## config.mk

```make
export PLATFORM = sky130hd
export DESIGN_NAME = dma_cfg_sequencer
export DESIGN_NICKNAME = d
export VERILOG_FILES = /design/src/rtl/dma_cfg_pkg.sv /design/src/rtl/dma_cfg_sequencer.sv
export SDC_FILE = /design/constraint.sdc
export NUM_CORES = 1
export LEC_CHECK = 0
export CORE_MARGIN = 1.5
export CORE_UTILIZATION = 43
export CTS_CLUSTER_DIAMETER = 40
export DETAILED_ROUTE_END_ITERATION = 10
export PLACE_DENSITY_LB_ADDON = 0.12
export SLEW_MARGIN = 20
export SYNTH_ARGS = -nofsm -noshare
export SYNTH_HDL_FRONTEND = slang
export SYNTH_SLANG_ARGS = --single-unit
export TNS_END_PERCENT = 10
```

## constraint.sdc

```tcl
create_clock -name i_clk -period 6.2 [get_ports i_clk]
set_input_delay 0.62 -clock i_clk [delete_from_list [all_inputs] [get_ports i_clk]]
set_output_delay 0.62 -clock i_clk [all_outputs]
set_load 0.03 [all_outputs]
```

## src/rtl/dma_cfg_pkg.sv

```systemverilog
// rtl/dma_cfg_pkg.sv - shared beat layouts, register indices and FSM states for dma_cfg_sequencer
package dma_cfg_pkg;

  // Write-address beat, field order matches the DMA w_slave0_aw channel (44 bits)
  typedef struct packed {
    logic [7:0]  len;
    logic [31:0] addr;
    logic [3:0]  id;
  } aw_beat_t;

  // Write-data beat, field order matches the DMA w_slave0_w channel (73 bits)
  typedef struct packed {
    logic [7:0]  wstrb;
    logic        last;
    logic [63:0] data;
  } w_beat_t;

  // Write-response beat (6 bits)
  typedef struct packed {
    logic [1:0] resp;
    logic [3:0] id;
  } b_beat_t;

  // Job descriptor as presented by the producer (96 bits)
  typedef struct packed {
    logic [31:0] len;
    logic [31:0] dst;
    logic [31:0] src;
  } job_t;

  // DMA register map indices, programmed in ascending order
  localparam logic [1:0] REG_SRC   = 2'd0;
  localparam logic [1:0] REG_DST   = 2'd1;
  localparam logic [1:0] REG_LEN   = 2'd2;
  localparam logic [1:0] REG_START = 2'd3;

  typedef enum logic [2:0] {
    ST_IDLE      = 3'd0,
    ST_AW        = 3'd1,
    ST_W         = 3'd2,
    ST_B         = 3'd3,
    ST_WAIT_DONE = 3'd4,
    ST_STS       = 3'd5
  } seq_state_t;

  // Byte address of register idx given the register stride
  function automatic logic [31:0] reg_addr(input logic [1:0] idx, input logic [31:0] stride);
    return 32'(idx) * stride;
  endfunction

endpackage

```

## src/rtl/dma_cfg_sequencer.sv

```systemverilog
// rtl/dma_cfg_sequencer.sv - programs one DMA job over aw/w/b, waits for done, reports status; optional watchdog via DMA_CFG_SEQ_TIMEOUT_EN
module dma_cfg_sequencer
  import dma_cfg_pkg::*;
#(
  parameter logic [3:0]  AXI_ID      = 4'h0,
  parameter logic [31:0] REG_STRIDE  = 32'h80,
  parameter logic [63:0] START_VAL   = 64'h1,
  parameter logic [7:0]  WSTRB       = 8'hFF,
  parameter int unsigned TIMEOUT_CYC = 1024
) (
  input  logic        i_clk,
  input  logic        i_rst,
  input  logic [95:0] i_job_dat,
  input  logic        i_job_vld,
  output logic        o_job_rdy,
  output logic [43:0] o_aw_dat,
  output logic        o_aw_vld,
  input  logic        i_aw_rdy,
  output logic [72:0] o_w_dat,
  output logic        o_w_vld,
  input  logic        i_w_rdy,
  input  logic [5:0]  i_b_dat,
  input  logic        i_b_vld,
  output logic        o_b_rdy,
  input  logic        i_done_dat,
  input  logic        i_done_vld,
  output logic        o_done_rdy,
  output logic [1:0]  o_sts_dat,
  output logic        o_sts_vld,
  input  logic        i_sts_rdy,
  output logic        o_busy,
  output logic [15:0] o_job_cnt
);

  seq_state_t  r_state;
  seq_state_t  w_state_nxt;
  logic [1:0]  r_idx;
  logic [1:0]  w_idx_nxt;
  job_t        r_job;
  aw_beat_t    r_aw_dat;
  w_beat_t     r_w_dat;
  logic [1:0]  r_sts_dat;
  logic        r_bresp_err;
  logic [15:0] r_job_cnt;
  logic [63:0] w_wdata;
  logic        w_timeout_hit;
  b_beat_t     w_b;

  logic r_job_rdy, r_aw_vld, r_w_vld, r_b_rdy, r_done_rdy, r_sts_vld, r_busy;
  logic w_job_rdy_nxt, w_aw_vld_nxt, w_w_vld_nxt, w_b_rdy_nxt;
  logic w_done_rdy_nxt, w_sts_vld_nxt, w_busy_nxt;

  // done payload and response id carry nothing this block acts on
  logic w_unused;
  assign w_unused = ^{i_done_dat, w_b.id, TIMEOUT_CYC};

  assign w_b = b_beat_t'(i_b_dat);

`ifdef DMA_CFG_SEQ_TIMEOUT_EN
  localparam int unsigned WdW = $clog2(TIMEOUT_CYC + 1);
  logic [WdW-1:0] r_wd_cnt;

  // Watchdog: counts cycles spent in WAIT_DONE, held at zero elsewhere
  always_ff @(posedge i_clk or posedge i_rst) begin
    if (i_rst) begin
      r_wd_cnt <= '0;
    end else if (r_state != ST_WAIT_DONE) begin
      r_wd_cnt <= '0;
    end else begin
      r_wd_cnt <= r_wd_cnt + WdW'(1);
    end
  end

  // A done_vld in the expiry cycle wins, so the timeout only fires without it
  assign w_timeout_hit = (r_state == ST_WAIT_DONE) && !i_done_vld &&
                         (r_wd_cnt == WdW'(TIMEOUT_CYC - 1));
`else
  assign w_timeout_hit = 1'b0;
`endif

  // Next-state and register-index selection
  always_comb begin
    w_state_nxt = r_state;
    w_idx_nxt   = r_idx;
    case (r_state)
      ST_IDLE: begin
        if (i_job_vld && r_job_rdy) begin
          w_state_nxt = ST_AW;
          w_idx_nxt   = REG_SRC;
        end
      end
      ST_AW: begin
        if (r_aw_vld && i_aw_rdy) w_state_nxt = ST_W;
      end
      ST_W: begin
        if (r_w_vld && i_w_rdy) w_state_nxt = ST_B;
      end
      ST_B: begin
        if (i_b_vld && r_b_rdy) begin
          if (r_idx == REG_START) begin
            w_state_nxt = ST_WAIT_DONE;
          end else begin
            w_state_nxt = ST_AW;
            w_idx_nxt   = r_idx + 2'd1;
          end
        end
      end
      ST_WAIT_DONE: begin
        if ((i_done_vld && r_done_rdy) || w_timeout_hit) w_state_nxt = ST_STS;
      end
      ST_STS: begin
        if (r_sts_vld && i_sts_rdy) w_state_nxt = ST_IDLE;
      end
      default: w_state_nxt = ST_IDLE;
    endcase
  end

  // Handshake outputs decoded from the upcoming state so they register in step with it
  always_comb begin
    w_job_rdy_nxt  = (w_state_nxt == ST_IDLE);
    w_aw_vld_nxt   = (w_state_nxt == ST_AW);
    w_w_vld_nxt    = (w_state_nxt == ST_W);
    w_b_rdy_nxt    = (w_state_nxt == ST_B);
    w_done_rdy_nxt = (w_state_nxt == ST_WAIT_DONE);
    w_sts_vld_nxt  = (w_state_nxt == ST_STS);
    w_busy_nxt     = (w_state_nxt != ST_IDLE);
  end

  // Write data for the register being programmed; 32-bit fields zero-extend
  always_comb begin
    case (r_idx)
      REG_SRC: w_wdata = {32'h0, r_job.src};
      REG_DST: w_wdata = {32'h0, r_job.dst};
      REG_LEN: w_wdata = {32'h0, r_job.len};
      default: w_wdata = START_VAL;
    endcase
  end

  // State register and registered handshake outputs
  always_ff @(posedge i_clk or posedge i_rst) begin
    if (i_rst) begin
      r_state    <= ST_IDLE;
      r_job_rdy  <= 1'b1;
      r_aw_vld   <= 1'b0;
      r_w_vld    <= 1'b0;
      r_b_rdy    <= 1'b0;
      r_done_rdy <= 1'b0;
      r_sts_vld  <= 1'b0;
      r_busy     <= 1'b0;
    end else begin
      r_state    <= w_state_nxt;
      r_job_rdy  <= w_job_rdy_nxt;
      r_aw_vld   <= w_aw_vld_nxt;
      r_w_vld    <= w_w_vld_nxt;
      r_b_rdy    <= w_b_rdy_nxt;
      r_done_rdy <= w_done_rdy_nxt;
      r_sts_vld  <= w_sts_vld_nxt;
      r_busy     <= w_busy_nxt;
    end
  end

  // Datapath: job latch, beat payloads loaded on state entry, sticky flags and job counter
  always_ff @(posedge i_clk or posedge i_rst) begin
    if (i_rst) begin
      r_idx       <= 2'd0;
      r_job       <= '0;
      r_aw_dat    <= '0;
      r_w_dat     <= '0;
      r_sts_dat   <= 2'b00;
      r_bresp_err <= 1'b0;
      r_job_cnt   <= 16'h0;
    end else begin
      r_idx <= w_idx_nxt;
      if (r_state == ST_IDLE && w_state_nxt == ST_AW) begin
        r_job <= job_t'(i_job_dat);
      end
      if (r_state != ST_AW && w_state_nxt == ST_AW) begin
        r_aw_dat <= '{len: 8'd0, addr: reg_addr(w_idx_nxt, REG_STRIDE), id: AXI_ID};
      end
      if (r_state != ST_W && w_state_nxt == ST_W) begin
        r_w_dat <= '{wstrb: WSTRB, last: 1'b1, data: w_wdata};
      end
      if (r_state == ST_B && i_b_vld && r_b_rdy && w_b.resp != 2'b00) begin
        r_bresp_err <= 1'b1;
      end
      if (r_state != ST_STS && w_state_nxt == ST_STS) begin
        r_sts_dat <= {w_timeout_hit, r_bresp_err};
      end
      if (r_state == ST_STS && w_state_nxt == ST_IDLE) begin
        r_job_cnt   <= r_job_cnt + 16'd1;
        r_bresp_err <= 1'b0;
      end
    end
  end

  assign o_job_rdy  = r_job_rdy;
  assign o_aw_dat   = r_aw_dat;
  assign o_aw_vld   = r_aw_vld;
  assign o_w_dat    = r_w_dat;
  assign o_w_vld    = r_w_vld;
  assign o_b_rdy    = r_b_rdy;
  assign o_done_rdy = r_done_rdy;
  assign o_sts_dat  = r_sts_dat;
  assign o_sts_vld  = r_sts_vld;
  assign o_busy     = r_busy;
  assign o_job_cnt  = r_job_cnt;

endmodule
```

==> metrics, run 1 <==
initial antenna violation count 0; Slew Viols, Final 0; Hold Path Depth 1; Synth Register Bits 161; Worst R2R Setup Slack ~3.4 ns; P_sw roughly 0.0016 W; vias in the first global route around 4,900; Initial DRC Count 138; TritonCTS clock tree yes; clock sinks 161; CP Launch Type input port; worst-margin pin slew about 0.95 ns; Buf+Inv Stages, Crit Path 2; port buffer count 172; Clock Tree Buf Depth 2; Max Cap Viol 0; relative slew slack 0.365; total number of yosys warnings 0; status finished clean; largest net degree at the start of global routing 97; Root Driver clkbuf_16; cell area after layout roughly 9500 um^2; Post-CTS Hold Buffers 0; placed instance count 980; first-pass GRT wire length 25,700 um; Overflow after GRT 0; core area between 15,000 and 20,000 um^2; placed inst area around 9000 um^2; ys async rst share 1.00; Final nets between 800 and 900; Hold Crit Class reg2reg; Reg clk slew, reported paths ~0.060 ns; sequential fraction of the synthesis area 0.545; largest stage delay on the critical path between 0.7 and 0.8 ns; share of layout cells above drive strength 1 0.186; PD cells between 400 and 500 nW/um^2; Row Count 47; DIE AREA about 18,000 um^2; Sw Ratio 0.358; slowest library cell on the worst path buf_4; Worst-Skew Late Latency about 0.42 ns; P_int just under 0.003 W; Worst Hold End o_job_cnt[7]$_DFFE_PP0P_; filler instances between 1,000 and 1,500; Fin. Hold Viols 0; die height ~130 um; # DRC 0; Vias 4,896; minimum clock period 2.79 ns; HPWL after DPL ~11,000 um; Yosys cell types 39; I/O Pins 253; First-pass DRT Iterations 5; worst r2r src r_state[0]$_DFF_PP0_; Final ANT Viol Nets 0; CTS buffer count 17; Tcrit/Tclk final 0.450; Total GRT Usage 0.183; number of flops mapped to enable cells by yosys 0; Comb power frac 0.381; Clk pwr share 0.219; hold wc startpoint o_job_cnt[7]$_DFFE_PP0P_; CP delay by family, top buffers and inverters; Initial Util 0.443; Setup crit end kind register; WP data required approximately 6.5 ns; RSZ-0062 raised after global routing false; Post-Synthesis Cells about 620; post-synth top area cell dfrtp_1; Critical Path AT just over 3 ns; postcts setup bufs 0; fin cells about 1,000; share of the synthesized area in the top cell type 0.542; R2R depth 5; f_max around 0.36 GHz; Static Leak about 4.1 nW; setup violators final 0; synth top area cells dfrtp_1, mux2_2, buf_4, mux2i_1, a21oi_1; ant diodes 0; final wirelength between 15,000 and 20,000 um; Resized cells post-CTS 0; H-Tree Depth 4; Worst VDD drop ~0.00028 V; WHS just under 0.5 ns; sequential share of power 0.400; die span in x 134 um; vias per std cell 4.84; Avg WL per Cell 16.0 um; syn avg cell area 11.8 um^2; Mapped Area roughly 7400 um^2; TNS Setup 0 ns; worst path cell trace clkdlybuf4s50_1 > and4b_4 > buf_4 > o21ai_0 > mux2_2; Area Overhead vs Synth 29.0%; post-layout power between 0.004 and 0.005 W; Crit Path Class in2reg; GPL Wtd Cong between 0.7 and 0.8; worst r2r dst o_aw_dat[12]$_DFFE_PP0P_; CP Max Fanout a little under 60; ys flop type dfrtp_1; Fin Clk Skew 0.0102 ns
[registers in the layout, indices dropped and copies added, names as in the netlist, 2 cells and up]
signal	flops
r_idx	2
r_job	96
o_aw_dat	2
o_w_dat	33
r_state	3
o_job_cnt	16
[power groups by stage]
stage	sequential [W]	clock [W]	combinational, W
after floorplan	0.00201	0	0.00104
after global placement	0.00184	0	0.00173
after detailed placement	0.00186	0	0.00176
after CTS	0.00184	0.00103	0.00177
after global routing	0.00191	0.00108	0.00190
final	0.00184	0.00101	0.00175
[cell usage after synthesis, drive strengths merged (3+ instances only)]
cell / count
dfrtp: 160
buf: 102
mux2: 100
nor2: 72
a21oi: 63
mux2i: 32
clkbuf: 13
nand2: 10
xnor2: 9
inv: 7
nand4: 6
xor2: 6
nand3: 5
o21ai: 5
and4: 4
nor2b: 4
and3: 3
[worst max-delay path by stage]
stage | end | slack, ns | cells past startpoint | startpoint
after floorplan | o_aw_dat[11]$_DFFE_PP0P_ | 1.23 | 1 | i_rst
after global placement | o_w_dat[0]$_DFFE_PP0P_ | 2.96 | 5 | i_aw_rdy
after detailed placement | o_aw_dat[12]$_DFFE_PP0P_ | 2.96 | 5 | i_job_vld
after CTS | o_aw_dat[12]$_DFFE_PP0P_ | 3.41 | 5 | r_state[0]$_DFF_PP0_
after global routing | o_aw_dat[12]$_DFFE_PP0P_ | 3.23 | 5 | r_state[0]$_DFF_PP0_
final | o_aw_dat[12]$_DFFE_PP0P_ | 3.41 | 5 | i_job_vld
[metal layers]
metal | share of wire | GRT usage | vias up
met3 | 0.076 | 0.0669 | 14
met5 | 0 | 0 | -
li1 | - | - | 2288
met1 | 0.41 | 0.222 | 2402
met4 | 0.013 | 0.0466 | 0
met2 | 0.50 | 0.310 | 192
[layout make-up]
class,instances,area [um^2],share of cell area
Tap cell,220,275,0.0289
Inverter,7,31.3,0.00328
Multi-Input combinational cell,415,2860,0.300
Sequential cell,161,4030,0.423
Clock buffer,21,470,0.0493
Clock inverter,11,105,0.0110
Timing Repair Buffer,177,1770,0.185
[cell families after synthesis]
family / after synthesis / synth area share
adders and majority gates: 1 / 0.00169
xor gates and xnor gates: 15 / 0.0178
other: 1 / 0.000507
buffers and inverters: 122 / 0.108
muxes: 132 / 0.196
and+or+nand+nor: 115 / 0.0750
AOI/OAI and AO/OA: 77 / 0.0562
DFF: 161 / 0.545
[through the flow]
stage	setup slack, ns	utilization
after floorplan	1.23	-
after global placement	2.96	0.536
after detailed placement	2.96	0.537
after CTS	3.41	0.571
after global routing	3.23	0.571
final	3.41	0.571
[cell usage in the layout, fill, tap and decap left out, drive strengths merged, types with 2 or more instances in the layout]
cell type,instances
xnor2,9
clkinv,5
mux2,100
clkdlybuf4s50,172
nand2b,2
clkinvlp,4
xor2,6
mux2i,32
and3,3
clkbuf,21
nand4,6
and4,4
nor2,72
o21ai,5
nand2,10
and4b,2
dfrtp,160
nor2b,4
nand3,5
and2,2
inv,8
conb,75
buf,5
a21oi,63
No activity file was read; power rests on OpenSTA's default activity.
==> run 2: changes to the inputs <==
==> constraint.sdc (replaced) <==
create_clock -name i_clk -period 2.6 [get_ports i_clk]
set_input_delay 0.26 -clock i_clk [delete_from_list [all_inputs] [get_ports i_clk]]
set_output_delay 0.26 -clock i_clk [all_outputs]
set_load 0.03 [all_outputs]
==> run 2 against run 1 <==
  * Flip-flop and latch count unchanged
  * Utilization is 0.74 points higher
  * Design area increased by 1.3%
  * Clock skew barely moved
  * Largest cell class unchanged
  * Largest power group is now combinational cells
  * Highest routed layer unchanged
==> metrics, run 2 (synthesis results as in run 1) <==
core area 16,700 um^2 (unchanged); RSZ-0062 raised after global routing false; HPWL after DPL 11,300 um (+3.2%); Final ANT Viol Nets 0 (unchanged); Vias 4,929 (+0.67%); CP Max Fanout 10 (-83%); Final nets 900 (+1.0%); Layout Utilization 0.579 (+0.00742); Buf+Inv Stages, Crit Path 0 (-2); Hold Crit Class in2async; PD cells 1150 nW/um^2 (+140%); Initial DRC Count 202 (+46%); CP Launch Type register; Reg clk slew, reported paths 0.06 ns (about the same); H-Tree Depth 4 (unchanged); share of layout cells above drive strength 1 0.190 (+0.00439); setup violators final 0 (unchanged); most frequent cells in the layout clkdlybuf4s50_1, dfrtp_1, mux2_2, conb_1, nor2_1; Worst R2R Setup Slack 0.60 ns (-2.83 ns); CP delay by family, top compound AO/OA/AOI/OAI gates; worst r2r dst o_aw_dat[11]$_DFFE_PP0P_; largest stage delay on the critical path 0.53 ns (-0.19 ns); Row Count 47 (unchanged); max reg flops 96 (unchanged); final wirelength 16,500 um (+2.2%); initial antenna violation count 0 (unchanged); Static Leak 4.17 nW (+1.6%); I/O Pins 253 (unchanged); crit path capture o_aw_dat[11]$_DFFE_PP0P_; f_max about 0.50 GHz; Setup crit end kind register; worst path cell trace nand3_1 > o221ai_1 > nand4b_4 > o2111ai_1 > mux2_2; CTS buffer count 17 (unchanged); Crit Path Class reg2reg; fin cells 1,020 (+0.79%); first-pass GRT wire length 26,500 um (+3.1%); filler instances 1,405 (-0.71%); Slew Viols, Final 0 (unchanged); Worst-Skew Late Latency 0.41 ns (about the same); DIE AREA 18,000 um^2 (unchanged); Largest Register r_job; Initial Util 0.443 (unchanged); cell area after layout 9660 um^2 (+1.3%); commonest non-fill, non-tap cell in the layout clkdlybuf4s50_1; die span in x 134 um (unchanged); placed instance count 989 (+0.92%); TNS Setup 0 ns (unchanged); slowest library cell on the worst path dfrtp_1; Worst Setup SP r_state[1]$_DFF_PP0_; minimum clock period roughly 2.0 ns; vias per std cell 4.83 (-0.12%); Critical Path AT 2.29 ns (-0.81 ns); status finished clean; die height 134 um (unchanged); TritonCTS clock tree yes; Area Overhead vs Synth 30.7%; clock sinks 161 (unchanged); GPL Wtd Cong 0.775 (about the same); Max Cap Viol 0 (unchanged); ant diodes 0 (unchanged); R2R depth 5 (unchanged); worst r2r src r_state[1]$_DFF_PP0_; WHS 0.377 ns (-0.111 ns); Fin Clk Skew 0.0103 ns (+0.000168 ns); largest net degree at the start of global routing 85 (-12%); Avg WL per Cell 16.2 um (+1.4%); Clock Tree Buf Depth 2 (unchanged); Fin. Hold Viols 0 (unchanged); Root Driver clkbuf_16; Post-CTS Hold Buffers 0 (unchanged); postcts setup bufs 0 (unchanged); placed inst area 9070 um^2 (+1.2%); First-pass DRT Iterations 4 (-1); WP data required 2.89 ns (-3.62 ns); Worst VDD drop 0.000600 V (+110%); vias in the first global route 5,107 (+3.7%); Resized cells post-CTS 0 (unchanged); port buffer count 172 (unchanged); # DRC 0 (unchanged); Overflow after GRT 0 (unchanged); Total GRT Usage 0.189 (+0.00654); Tcrit/Tclk final 0.769; CP Depth 5 (unchanged)
-- run 2: how the worst min path moves through the flow --
stage                     slack [ns]                      start                        end
after floorplan                 0.41              i_job_dat[80]      r_job[80]$_DFFE_PP0P_
after global placement          0.47  o_job_cnt[15]$_DFFE_PP0P_  o_job_cnt[15]$_DFFE_PP0P_
after detailed placement        0.48  o_job_cnt[15]$_DFFE_PP0P_  o_job_cnt[15]$_DFFE_PP0P_
after CTS                       0.37                      i_rst      r_job[45]$_DFFE_PP0P_
after global routing            0.41                      i_rst      r_job[45]$_DFFE_PP0P_
final                           0.38                      i_rst      r_job[45]$_DFFE_PP0P_
-- run 2: tightest hold or removal path, cell delays in order --
cell	delay, ns
clkdlybuf4s50_1	0.45
clkinvlp_4	0.14
buf_12	0.34
-- run 2: power by group --
group | total, W | internal (W) | switching [W]
combinational | 0.00433 | 0.00205 | 0.00229
sequential | 0.00429 | 0.00364 | 0.000650
clock | 0.00248 | 0.00152 | 0.000960
total | 0.0111 | 0.00721 | 0.00390
-- run 2: layer usage --
metal | vias up | wire, um | GRT usage
li1 | 2303 | - | -
met1 | 2415 | 6690 | 0.224
met2 | 186 | 8270 | 0.321
met3 | 25 | 1200 | 0.0620
met4 | 0 | 338 | 0.0735
met5 | - | 0 | 0
-- run 2: area by class of cell --
type | instances | area [um^2] | share of cell area
sequential | 161 | 4030 | 0.417
multi-input combinational | 415 | 2860 | 0.296
timing repair buffer | 186 | 1880 | 0.194
clock buffer | 24 | 492 | 0.0509
tap | 220 | 275 | 0.0285
clock inverter | 7 | 100 | 0.0104
inverter | 7 | 30.0 | 0.00311
-- run 2: per-stage QoR --
| step | setup slack [ns] | total power, W |
|---|---|---|
| after floorplan | 0.298 | 0.00728 |
| after global placement | 0.533 | 0.00857 |
| after detailed placement | 0.406 | 0.00872 |
| after CTS | 0.583 | 0.0113 |
| after global routing | 0.463 | 0.0118 |
| final | 0.601 | 0.0111 |
